`src/rtl/mac_accumulator_pkg.sv`:
```
// Shared types and helpers for the product accumulator: FSM state encoding
// and the width function used to size the term counter.
package mac_accumulator_pkg;

   typedef enum logic [1:0] {
      IDLE  = 2'd0,
      ACCUM = 2'd1,
      HOLD  = 2'd2
   } state_t;

   // Bits needed to represent values 0 .. value-1; callers pass TERMS+1
   function automatic int clog2(input int value);
      int result;
      int remaining;
      result    = 0;
      remaining = value - 1;
      while (remaining > 0) begin
         result++;
         remaining = remaining >> 1;
      end
      return result;
   endfunction

endpackage

```
`src/rtl/mac_accumulator_if.sv`:
```
// Product-in / sum-out handshake bundle between the multiplier stream,
// the accumulator and the result consumer.
interface mac_accumulator_if
   import mac_accumulator_pkg::*;
#(
   parameter int M     = 4,
   parameter int N     = 4,
   parameter int TERMS = 4,
   parameter int ACC_W = 10
);
   localparam int CNT_W = clog2(TERMS + 1);

   logic [M+N-1:0]   prod_in;
   logic             prod_valid;
   logic             prod_ready;
   logic             clr;
   logic [ACC_W-1:0] sum_out;
   logic             sum_valid;
   logic             sum_ready;
   logic             ovf;
   logic [CNT_W-1:0] term_cnt;

   modport master (
      output prod_in, prod_valid, clr, sum_ready,
      input  prod_ready, sum_out, sum_valid, ovf, term_cnt
   );

   modport slave (
      input  prod_in, prod_valid, clr, sum_ready,
      output prod_ready, sum_out, sum_valid, ovf, term_cnt
   );
endinterface

```
`src/rtl/mac_accumulator_acc_adder.sv`:
```
// Accumulator register with a W-bit adder; either loads the addend (first
// term) or adds it to the running value, and exposes the carry out.
module acc_adder #(
   parameter int W = 10
) (
   input  logic         clk,
   input  logic         rst_n,
   input  logic         clear,
   input  logic         en,
   input  logic         load,
   input  logic [W-1:0] addend,
   output logic [W-1:0] sum_next,
   output logic         carry
);
   logic [W-1:0] acc;
   logic [W:0]   full_sum;

   assign full_sum          = load ? {1'b0, addend} : ({1'b0, acc} + {1'b0, addend});
   assign {carry, sum_next} = full_sum;

   always_ff @(posedge clk or negedge rst_n) begin
      if (!rst_n) begin
         acc <= '0;
      end else if (clear) begin
         acc <= '0;
      end else if (en) begin
         acc <= sum_next;
      end
   end
endmodule

```
`src/rtl/mac_accumulator.sv`:
```
// Sums TERMS consecutive products into one result and holds it on the
// output handshake until the consumer takes it.
module mac_accumulator
   import mac_accumulator_pkg::*;
#(
   parameter int M     = 4,
   parameter int N     = 4,
   parameter int TERMS = 4,
   parameter int ACC_W = 10
) (
   input logic            clk,
   input logic            rst_n,
   mac_accumulator_if.slave bus
);
   localparam int CNT_W = clog2(TERMS + 1);

   state_t           state;
   state_t           next_state;
   logic [CNT_W-1:0] term_cnt;
   logic [CNT_W-1:0] term_cnt_next;
   logic [CNT_W-1:0] cnt_inc;
   logic [ACC_W-1:0] sum_out;
   logic [ACC_W-1:0] sum_out_next;
   logic [ACC_W-1:0] addend;
   logic [ACC_W-1:0] acc_next;
   logic             sum_valid;
   logic             sum_valid_next;
   logic             ovf;
   logic             ovf_next;
   logic             carry;
   logic             accept;
   logic             release_sum;
   logic             last_term;

   // A product offered alongside clr still handshakes but is thrown away
   assign bus.prod_ready = rst_n && (state != HOLD);
   assign accept         = bus.prod_valid && bus.prod_ready && !bus.clr;
   assign release_sum    = (state == HOLD) && bus.sum_ready;
   assign addend         = ACC_W'(bus.prod_in);
   assign cnt_inc        = term_cnt + CNT_W'(1);
   assign last_term      = (state == IDLE) ? (TERMS == 1) : (cnt_inc == CNT_W'(TERMS));

   acc_adder #(.W(ACC_W)) u_acc_adder (
      .clk      (clk),
      .rst_n    (rst_n),
      .clear    (bus.clr || release_sum),
      .en       (accept),
      .load     (state == IDLE),
      .addend   (addend),
      .sum_next (acc_next),
      .carry    (carry)
   );

   always_ff @(posedge clk or negedge rst_n) begin
      if (!rst_n) begin
         state     <= IDLE;
         term_cnt  <= '0;
         sum_out   <= '0;
         sum_valid <= 1'b0;
         ovf       <= 1'b0;
      end else begin
         state     <= next_state;
         term_cnt  <= term_cnt_next;
         sum_out   <= sum_out_next;
         sum_valid <= sum_valid_next;
         ovf       <= ovf_next;
      end
   end

   always_comb begin
      next_state     = state;
      term_cnt_next  = term_cnt;
      sum_out_next   = sum_out;
      sum_valid_next = sum_valid;
      ovf_next       = ovf;

      if (bus.clr) begin
         next_state     = IDLE;
         term_cnt_next  = '0;
         sum_valid_next = 1'b0;
         ovf_next       = 1'b0;
      end else begin
         case (state)
            IDLE: begin
               if (accept) begin
                  term_cnt_next = CNT_W'(1);
                  ovf_next      = 1'b0;
                  next_state    = ACCUM;
                  if (last_term) begin
                     sum_out_next   = acc_next;
                     sum_valid_next = 1'b1;
                     next_state     = HOLD;
                  end
               end
            end
            ACCUM: begin
               if (accept) begin
                  term_cnt_next = cnt_inc;
                  ovf_next      = ovf || carry;
                  if (last_term) begin
                     sum_out_next   = acc_next;
                     sum_valid_next = 1'b1;
                     next_state     = HOLD;
                  end
               end
            end
            HOLD: begin
               if (bus.sum_ready) begin
                  sum_valid_next = 1'b0;
                  term_cnt_next  = '0;
                  next_state     = IDLE;
               end
            end
            default: begin
               next_state = IDLE;
            end
         endcase
      end
   end

   assign bus.sum_out   = sum_out;
   assign bus.sum_valid = sum_valid;
   assign bus.ovf       = ovf;
   assign bus.term_cnt  = term_cnt;
endmodule

```
`src/flat_wrapper.sv`:
```
// flat-port wrapper written by rule: the top's interface ports become plain ports
module mac_accumulator_flat import mac_accumulator_pkg::*;
#(
   parameter int M     = 4,
   parameter int N     = 4,
   parameter int TERMS = 4,
   parameter int ACC_W = 10
)
  (clk, rst_n, bus_prod_in, bus_prod_valid, bus_clr, bus_sum_ready, bus_prod_ready, bus_sum_out, bus_sum_valid, bus_ovf, bus_term_cnt);
  mac_accumulator_if #(.M(M), .N(N), .TERMS(TERMS), .ACC_W(ACC_W)) bus_i ();
  input logic clk;
  input logic rst_n;
  input wire logic [$bits(bus_i.prod_in)-1:0] bus_prod_in;
  input wire logic [$bits(bus_i.prod_valid)-1:0] bus_prod_valid;
  input wire logic [$bits(bus_i.clr)-1:0] bus_clr;
  input wire logic [$bits(bus_i.sum_ready)-1:0] bus_sum_ready;
  output wire logic [$bits(bus_i.prod_ready)-1:0] bus_prod_ready;
  output wire logic [$bits(bus_i.sum_out)-1:0] bus_sum_out;
  output wire logic [$bits(bus_i.sum_valid)-1:0] bus_sum_valid;
  output wire logic [$bits(bus_i.ovf)-1:0] bus_ovf;
  output wire logic [$bits(bus_i.term_cnt)-1:0] bus_term_cnt;
  assign bus_i.prod_in = bus_prod_in;
  assign bus_i.prod_valid = bus_prod_valid;
  assign bus_i.clr = bus_clr;
  assign bus_i.sum_ready = bus_sum_ready;
  assign bus_prod_ready = bus_i.prod_ready;
  assign bus_sum_out = bus_i.sum_out;
  assign bus_sum_valid = bus_i.sum_valid;
  assign bus_ovf = bus_i.ovf;
  assign bus_term_cnt = bus_i.term_cnt;
  mac_accumulator #(.M(M), .N(N), .TERMS(TERMS), .ACC_W(ACC_W)) u_core (.clk(clk), .rst_n(rst_n), .bus(bus_i));
endmodule
```
`config.mk`:
```
export PLATFORM = sky130hd
export DESIGN_NAME = mac_accumulator_flat
export DESIGN_NICKNAME = d
export VERILOG_FILES = /design/src/rtl/mac_accumulator_pkg.sv /design/src/rtl/mac_accumulator_if.sv /design/src/rtl/mac_accumulator_acc_adder.sv /design/src/rtl/mac_accumulator.sv /design/src/flat_wrapper.sv
export SDC_FILE = /design/constraint.sdc
export NUM_CORES = 1
export LEC_CHECK = 0
export BUFFER_PORTS_ARGS = -buffer_cell sky130_fd_sc_hd__buf_2
export CAP_MARGIN = 40
export CELL_PAD_IN_SITES_DETAIL_PLACEMENT = 0
export CELL_PAD_IN_SITES_GLOBAL_PLACEMENT = 2
export CORE_UTILIZATION = 35
export DETAILED_ROUTE_END_ITERATION = 12
export PLACE_DENSITY = 0.8
export SLEW_MARGIN = 10
export SYNTH_ARGS = -nofsm -noshare
export SYNTH_HDL_FRONTEND = slang
export SYNTH_SLANG_ARGS = --single-unit
```
`constraint.sdc`:
```
create_clock -name clk -period 2.78 [get_ports clk]
set_clock_uncertainty 0.05 [all_clocks]
set_input_delay 0.139 -clock clk [delete_from_list [all_inputs] [get_ports clk]]
set_output_delay 0.139 -clock clk [all_outputs]
set_load 0.01 [all_outputs]
```
Word-level counts from Yosys, hierarchy flattened:

Cells that the tools add are included.

* magnitude comparators: 0
* add/sub/neg operators: 2
* bitwise gates (word level): 1
* equality and inequality tests: 10
* div/mod/pow operators: 0
* multipliers: 0
* shift operators: 0
* reduce and logical (&&, ||, !) cells: 18
* multiplexer cells: 25

Operators by type and width (count)
* 10-bit two-way mux: 2
* 4-bit AND reduction: 4
* 2-bit two-way mux: 6
* 3-bit two-way mux: 4
* 10-bit by 8-bit adder with 11-bit output: 1
* 11-bit two-way mux: 1
* 3-bit by 2-bit != test with 1-bit output, second input constant: 3
* 3-bit case mux with 3 select lines: 1
* 1-bit two-way mux: 8
* 3-bit by 1-bit != test with 1-bit output, second input constant: 2
* 2-bit case mux with 3 select lines: 1
* 3-bit nonzero test: 2
* 1-bit logical AND: 4
* 1-bit case mux with 2 select lines: 2
* 4-bit nonzero test: 1
* 3-bit by 1-bit adder with 3-bit output, second input constant: 1
* 3-bit == test, second input constant: 1
* 3-bit != test, second input constant: 1
* 3-bit AND reduction: 1
* 2-bit by 1-bit == test with 1-bit output, second input constant: 1
* 2-bit == test, second input constant: 1
* 2-bit logical NOT: 1
* 1-bit logical OR: 2
* 2-bit != test, second input constant: 1
* 4 further kinds: 4

* memory bits (writable): 0
* bits in latches: 0
* register bits after elaboration: 27
* bits of input ports: 13
* output and inout port bits: 16
* memory bits (read-only): 0
* word-level logic and storage cells: 62
* memories: 0

Logic depth before layout (Yosys ltp):

Gate-level depths: netlist of the first run.

* depth after elaboration: 7
* depth in mapped cells: 9
* depth with buffers taken out: 7

Modules after synthesis:

From an unflattened synthesis of the first run, not the netlist that was laid out.

* cells, all modules: 211
* area total of the unflattened synthesis: 1958.1 sq um

Modules (own cells, without submodules)
* acc_adder: cells each 135, seq. area each 250.2 sq um, area an instance 1056.0 sq um, times used 1
* mac_accumulator: cells each 76, seq. area each 425.4 sq um, area an instance 902.1 sq um, times used 1

Worst setup path after synthesis of the first run:

No wires, ideal clock.

* path type: reg2reg
* start: register u_core.state[0]
* end: register u_core.sum_out[2], in the netlist u_core.bus.sum_out[2]
* cell stages (with the launch flop): 8
* setup slack: 0.818 ns
* library setup time: 0.125 ns
* clock period less this slack: 1.962 ns
* arrival time: 1.787 ns
* buffers on the path: 1
* data required time: 2.605 ns
* cell sequence: dfrtp_1 > inv_1 > ha_1 > and4bb_1 > buf_4 > nand4b_1 > nor2_2 > mux2_2

* longest elaborated chain between the ends: 5
* elaborated cells between the ends (all ways): 10
* classes of those cells: eq/ne: 2; mux: 2; reduce/logical: 6

RTL lines
* start, declared: line mac_accumulator.sv:17 `state_t state;`
* start signal, assigned: line mac_accumulator.sv:62 `state <= next_state;`
* 2-bit != test: line mac_accumulator.sv:36 `assign bus.prod_ready = rst_n && (state != HOLD);`
* 1-bit logical AND: line mac_accumulator.sv:36
* 1-bit logical AND (2 in series): line mac_accumulator.sv:37 `assign accept = bus.prod_valid && bus.prod_ready && !bus.clr;`
* 4-bit AND reduction (no line)
* end signal, assigned: line mac_accumulator.sv:64 `sum_out <= sum_out_next;`
* end, declared: line mac_accumulator.sv:22 `logic [ACC_W-1:0] sum_out;`

Parallel ways exist; a longest one is shown, timed or not.
A chain may end at the register's enable or synchronous reset.

Final worst setup path of the first run:

* start: register u_core.state[0]
* end: register u_core.sum_out[5], in the netlist u_core.bus.sum_out[5]

Same word-level chain as after synthesis.

==> flow_metrics.py, run 1 <==
metrics = {
    "synthesis": {
        "yosys_warnings": 0,
        "synth-seq-area-share_pct": 38.90,
        "synth_xor_area_share_pct": 3.026,
        "yosys.area.top_type": "dfrtp_1",
        "synthFlopType": "dfrtp_1",
        "async_flop_share_pct": 100.0,
        "synth_fp_nets": 205,
        "syn_avg_cell_area_um2": 9.812,
        "syn_area_mm2": 0.001737,
        "synth-seq-cells": 27,
        "synthAdderAreaFrac_pct": 11.24,
        "synth_area_leaders": "dfrtp_1 39%, ha_1 10%, nand2_1 4.1%",
        "synth_edf_count": 0,
        "post_synth_mux_area_share_pct": 5.476,
        "synth_cell_type_count": 52,
        "synth-simple-area-share_pct": 15.78,
        "synth_compound_area_share_pct": 22.69,
        "netlist_instances": 177,
        "synth_top_family_by_area": "compound AO/OA/AOI/OAI gates",
        "synth_top_area_share_pct": 38.90,
    },
    "grt": {
        "overflow": 0,
        "grtUsageTotal_pct": 17.15,
        "grt_pass1_vias": 1451,
        "grt_max_degree": 22,
        "grt_pass1_wl_um": 6934,
        "grt_antenna_before_repair": 0,
    },
    "sta": {
        "tns_ps": 0,
        "fin_crit_ps": 2342,
        "hold_viol": 0,
        "min_period_over_period_pct": 84.24,
        "rsz0062_at_grt": "false",
        "fmax_ghz": 0.4270,
        "max_slew_margin_pct": 44.16,
        "worst_slew_pin_slew_ps": 837.6,
        "setup_viol": 0,
        "drv_slew": 0,
    },
    "power": {
        "vdd_drop_max_mv": 0.2314,
        "power_leakage_nw": 1.002,
        "power_density_mw_per_mm2": 429.1,
    },
    "clock_tree": {
        "root_buffer": "clkbuf_8",
        "path_clk_slew_ps": 100,
        "cts_tree": "yes",
        "cts_htree_levels": 1,
        "cts_buffers": 3,
        "cts_setup_buffers": 0,
        "cts_buffer_depth": 2,
        "clock_latency_ps": 270,
        "clock-sinks": 27,
    },
    "run_status": {
        "status": "completed",
    },
    "die": {
        "design.core.area_mm2": 0.004755,
        "start_util_pct": 36.53,
        "dieArea_mm2": 0.005248,
        "ios": 29,
        "die_y_um": 72.44,
        "die_width_um": 72.44,
        "row_count": 25,
    },
    "routing": {
        "drt_drc_violations_left": 0,
        "vias": 1464,
        "ant_nets": 0,
        "drt-wirelength-per-cell_um": 15.34,
        "vias_per_cell": 5.363,
        "drt_iter0_markers": 133,
        "wirelength_um": 4187,
        "firstDrtPassIters": 4,
    },
    "setup_path": {
        "setup.worst_path.class": "reg -> reg",
        "crit_fanout": 8,
        "worstPathArrival_ps": 2460,
        "reg2reg_slack_ps": 440,
        "worstRegToRegCells": 6,
        "endpoint_kind": "register",
        "crit_required_ps": 2900,
        "startpoint_type": "register",
    },
    "layout": {
        "post-route-util_pct": 42.13,
        "final_layout_size_suffix_gt1_share_pct": 20.87,
        "final_common_cell": "buf_2",
        "layout_common_cells": "28 x buf_2, 27 x dfrtp_1, 19 x nand2_1",
        "area_delta_synth_final_pct": 15.35,
        "num_antenna_cells": 0,
        "nets": 235,
    },
    "placement": {
        "dp.final_hpwl_um": 3267,
        "io_buffers": 28,
        "place_congestion": 0.9145,
    },
    "min_path": {
        "min_path_cells": 3,
        "hold_path_class": "in -> reg",
    },
    "job": {
        "cap_violations": 0,
    },
}
==> power by group <==
part	total (W)	internal [W]	leakage (nW)	switching, W
Clock	0.000228	0.000103	0.0228	0.000125
Combinational	0.000211	0.0000848	0.607	0.000126
Sequential	0.000421	0.000407	0.372	0.0000141
Total	0.000860	0.000595	1.00	0.000265
==> state kept, by name (all words and copies together) (netlist names) <==
name,count
u_core.bus.term_cnt,3
u_core.bus.ovf,1
u_core.state,2
u_core.bus.sum_out,10
u_core.bus.sum_valid,1
u_core.u_acc_adder.acc,10
==> Yosys cell counts, types with 2 or more instances <==
cell and instances:
nand2_1 19, buf_2 4, xnor2_1 3, clkbuf_1 2, nor3_1 3, dfrtp_1 27, a21oi_2 2, ha_1 14
a21o_1 3, nor2b_1 3, nand4b_1 2, xor2_1 3, o21bai_1 2, nand4_1 2, o21ai_0 9, mux2i_1 5
o21ai_1 5, a22o_1 3, nor2_1 6, o31ai_1 4, a211o_1 2, a21oi_1 12, a32oi_1 2, and4_1 2
mux2_2 4, inv_1 4, nand3_1 4, o21a_1 2
==> metrics by stage <==
step | hold slack [ps] | area [um2] | setup WS [ps] | total power (W) | std cells
2_1_floorplan | -206.6 | 1737 | 818.4 | 0.0005707 | 177
3_3_place_gp | -38.31 | 1948 | 608.7 | 0.0006308 | 268
3_5_place_dp | -35.51 | 1948 | 450.7 | 0.0006374 | 268
4_1_cts | 90.23 | 2003 | 451.1 | 0.0008687 | 273
5_1_grt | 106.1 | 2003 | 321.1 | 0.0009112 | 273
6_report | 102.8 | 2003 | 438.1 | 0.0008596 | 273
==> path summary, 6_finish.rpt <==
path | from | to
min in group asynchronous | rst_n | u_core.bus.term_cnt[2]
min | bus_prod_in[6] | u_core.u_acc_adder.acc[6]
max in group asynchronous | rst_n | u_core.bus.ovf
max reg2reg | u_core.state[0] | u_core.bus.sum_out[5]
max | u_core.state[0] | u_core.bus.sum_out[5]
min reg2reg | u_core.bus.sum_out[7] | u_core.bus.sum_out[7]
==> critical path, stage by stage, from the launching register on <==
cell and delay (ps):
dfrtp_1 390, inv_1 90, ha_1 290, and4bb_1 480
nand4b_1 200, nor2_2 360, mux2_2 380
==> metal layers <==
layer	vias up	global-route usage, %	part of all wire [%]
met2	38	28.04	48
met4	0	6.318	0.96
li1	719	-	-
met3	4	2.500	3.4
met1	703	23.04	47
met5	-	0	0
==> cell type report <==
cell class | count | area [um2]
Timing Repair Buffer | 32 | 172.7
Sequential cell | 27 | 675.6
Inverter | 4 | 15.01
Fill cell | 496 | 2751
Clock buffer | 4 | 45.04
Tap cell | 67 | 83.83
Multi-Input combinational cell | 139 | 1011
==> repair_timing <==
action / CTS / global route
endpoints found under the hold margin: 6 / 0
resized for setup: 0 / 0
hold buffers: 1 / 0
==> cells by family (layout without fill, tap and decap cells) <==
group,count (synthesis),in the layout
AO/OA/AOI/OAI,58,58
adder cells (fa/ha/maj),15,15
AND/OR/NAND/NOR,51,51
buffers and inverters,11,40
multiplexers,9,9
XOR/XNOR,6,6
flip-flops,27,27
Power figures use the tool's default switching activity.
==> run 2, diff against run 1 <==
ABC_AREA = 1   (was default)
CORE_UTILIZATION = 32   (was 35)
clock period = 2.22 ns   (was 2.78 ns; I/O delays follow)
==> run 2 against run 1 <==
Effect of this change:
- first-iteration DRC count down 49%
- critical endpoint is now u_core.u_acc_adder.acc[6]
- critical path depth up 4
- fmax up 23%
- area after synthesis up 6.5%
- power up 110%
- sequential power up 43%
- flip-flop and latch count unchanged
- global-route usage down 0.48 points
- non-clock buffer count up 2
- routed wire length up 7.5%
==> flow_metrics.py, run 2 <==
metrics = {
    "clock_tree": {
        "cts_buffer_depth": 2,
        "cts_tree": "yes",
        "cts_htree_levels": 1,
        "path_clk_slew_ps": 110,
        "cts_buffers": 3,
        "clock_latency_ps": 280,
        "root_buffer": "clkbuf_8",
        "clock-sinks": 27,
    },
    "power": {
        "power_density_mw_per_mm2": 838.1,
        "vdd_drop_max_mv": 0.3991,
        "power_leakage_nw": 1.227,
    },
    "sta": {
        "min_period_over_period_pct": 85.99,
        "tns_ps": 0,
        "fin_crit_ps": 1909,
        "hold_viol": 0,
        "setup_viol": 0,
        "fin_ws_ps": 310.9,
        "rsz0062_at_grt": "false",
        "max_slew_margin_pct": 75.50,
        "worst_slew_pin_slew_ps": 363.6,
        "drv_slew": 0,
        "hold_ws_ps": 84.55,
        "fmax_ghz": 0.5238,
    },
    "grt": {
        "grtUsageTotal_pct": 16.67,
        "grt_pass1_vias": 1698,
        "overflow": 0,
        "grt_max_degree": 18,
        "grt_pass1_wl_um": 7990,
        "grt_antenna_before_repair": 0,
    },
    "setup_path": {
        "cp-endpoint": "u_core.u_acc_adder.acc[6]",
        "worstRegToRegCells": 10,
        "crit_top_cell": "nand2_1",
        "cp-startpoint": "u_core.u_acc_adder.acc[0]",
        "path_cells": "ha_1, fa_1, nand2_1, nand3_1, nand3_1, nand3b_1, nand3_1, nand2_1, nand2_1, nand2_1",
        "r2r_start": "u_core.u_acc_adder.acc[0]",
        "worstPathArrival_ps": 2030,
        "setup.worst_path.class": "reg -> reg",
        "r2r-end": "u_core.u_acc_adder.acc[6]",
        "reg2reg_slack_ps": 310,
        "cp_slowest_stage_delay_ps": 410,
        "crit_fanout": 3,
        "crit_required_ps": 2340,
        "endpoint_kind": "register",
        "startpoint_type": "register",
        "slowest_stage": "fa_1",
    },
    "routing": {
        "wirelength_um": 4501,
        "vias": 1648,
        "vias_per_cell": 4.642,
        "firstDrtPassIters": 6,
        "drt-wirelength-per-cell_um": 12.68,
        "ant_nets": 0,
        "drt_drc_violations_left": 0,
        "drt_iter0_markers": 68,
    },
    "die": {
        "row_count": 27,
        "die_width_um": 78.02,
        "die_y_um": 78.02,
        "dieArea_mm2": 0.006087,
        "start_util_pct": 33.38,
        "ios": 29,
        "design.core.area_mm2": 0.005540,
    },
    "layout": {
        "final_layout_size_suffix_gt1_share_pct": 18.02,
        "area_delta_synth_final_pct": 15.97,
        "largestRegisters": "u_core.bus.sum_out x10, u_core.u_acc_adder.acc x10, u_core.bus.term_cnt x3",
        "final_common_cell": "nand2_1",
        "layout_common_cells": "91 x nand2_1, 28 x inv_1, 28 x buf_2",
        "num_antenna_cells": 0,
        "layout.cells.non_filler": 355,
        "nets": 312,
    },
    "synthesis": {
        "async_flop_share_pct": 100.0,
        "synth-seq-area-share_pct": 36.54,
        "synth_top_area_share_pct": 36.54,
        "synth_cell_type_count": 33,
        "synthFlopType": "dfrtp_1",
        "synth_area_leaders": "dfrtp_1 37%, nand2_1 18%, ha_1 9.5%",
        "synth-seq-cells": 27,
        "synth_fp_nets": 276,
        "yosys_warnings": 0,
        "syn_avg_cell_area_um2": 7.457,
        "yosys.area.top_type": "dfrtp_1",
        "netlist_instances": 248,
        "synth_edf_count": 0,
        "synth_common_cells": "91 x nand2_1, 28 x inv_1, 27 x dfrtp_1",
        "yosysMostFrequentCell": "nand2_1",
        "syn_area_mm2": 0.001849,
    },
    "placement": {
        "dp.final_hpwl_um": 3535,
        "dp_cells": 350,
        "pre_cts_slack_ps": 321.3,
        "io_buffers": 28,
        "place_congestion": 0.8052,
    },
    "min_path": {
        "hold_path_class": "in -> reg",
    },
    "job": {
        "cap_violations": 0,
    },
    "run_status": {
        "status": "completed",
    },
}
==> run 2: cell count changes in the layout (fill, tap and decap cells not counted), moves of 4 or more <==
cell,change
nor2_1,+4
inv_1,+24
mux2_2,-4
nand2_1,+72
a21oi_1,-7
mux2i_1,-5
nand3_1,+20
o31ai_1,-4
==> run 2: area by class of cell <==
type	count	area, um2
inverter	32	122.6
fill	606	3396
tap	72	90.09
clock buffer	4	45.04
timing repair buffer	34	187.7
sequential	27	675.6
multi-input combinational	186	1023
==> run 2: layer usage <==
metal / vias to the layer above / GRT usage, % / wire (um)
met5: - / 0 / 0
met1: 755 / 21.43 / 2191
li1: 871 / - / -
met3: 2 / 1.977 / 118
met2: 20 / 29.56 / 2165
met4: 0 / 4.444 / 25
==> run 2: worst max-delay path: cells and delay by family (launching register included) <==
| kind | cells | cell delay (ps) |
|---|---|---|
| flops | 1 | 400 |
| simple gates | 8 | 700 |
| fa+ha+maj | 2 | 650 |
==> run 2: through the flow <==
step	util (%)	cell area, um2	total power, W
4_1_cts	38.71	2145	0.001823
3_5_place_dp	37.71	2090	0.001522
6_report	38.71	2145	0.001797
5_1_grt	38.71	2145	0.001978
3_3_place_gp	37.71	2090	0.001529
2_1_floorplan	-	1849	0.001264
==> run 2: cells by family (layout without fill, tap and decap cells) <==
family | Yosys count | after routing | share of synthesized area, %
AND/OR/NAND/NOR | 141 | 141 | 34.30
buffers and inverters | 35 | 70 | 8.119
AO/OA/AOI/OAI | 29 | 29 | 10.01
flip-flops | 27 | 27 | 36.54
adder cells (fa/ha/maj) | 15 | 15 | 10.55
XOR/XNOR | 1 | 1 | 0.4737
==> run 2: worst min-delay path by stage <==
stage                            endpoint  slack (ps)  cells after the start      startpoint
finish              u_core.bus.sum_out[1]          80                      3  bus_prod_in[1]
global route        u_core.bus.sum_out[1]         120                      3  bus_prod_in[1]
CTS                 u_core.bus.sum_out[1]          90                      3  bus_prod_in[1]
detailed placement        u_core.state[0]          30                      2           rst_n
global placement          u_core.state[0]          30                      2           rst_n
floorplan                  u_core.bus.ovf        -230                      0           rst_n
==> run 2: repair_timing <==
action,CTS,global route
endpoints found under the hold margin,27,0
hold buffers,1,0
gates resized for setup,0,0
buffers inserted,0,0
==> run 2: power breakdown <==
part | total (W) | internal [W] | switching, W
clock network | 0.000297 | 0.000129 | 0.000168
logic | 0.000896 | 0.000311 | 0.000585
registers | 0.000604 | 0.000553 | 0.0000511
total | 0.00180 | 0.000993 | 0.000804
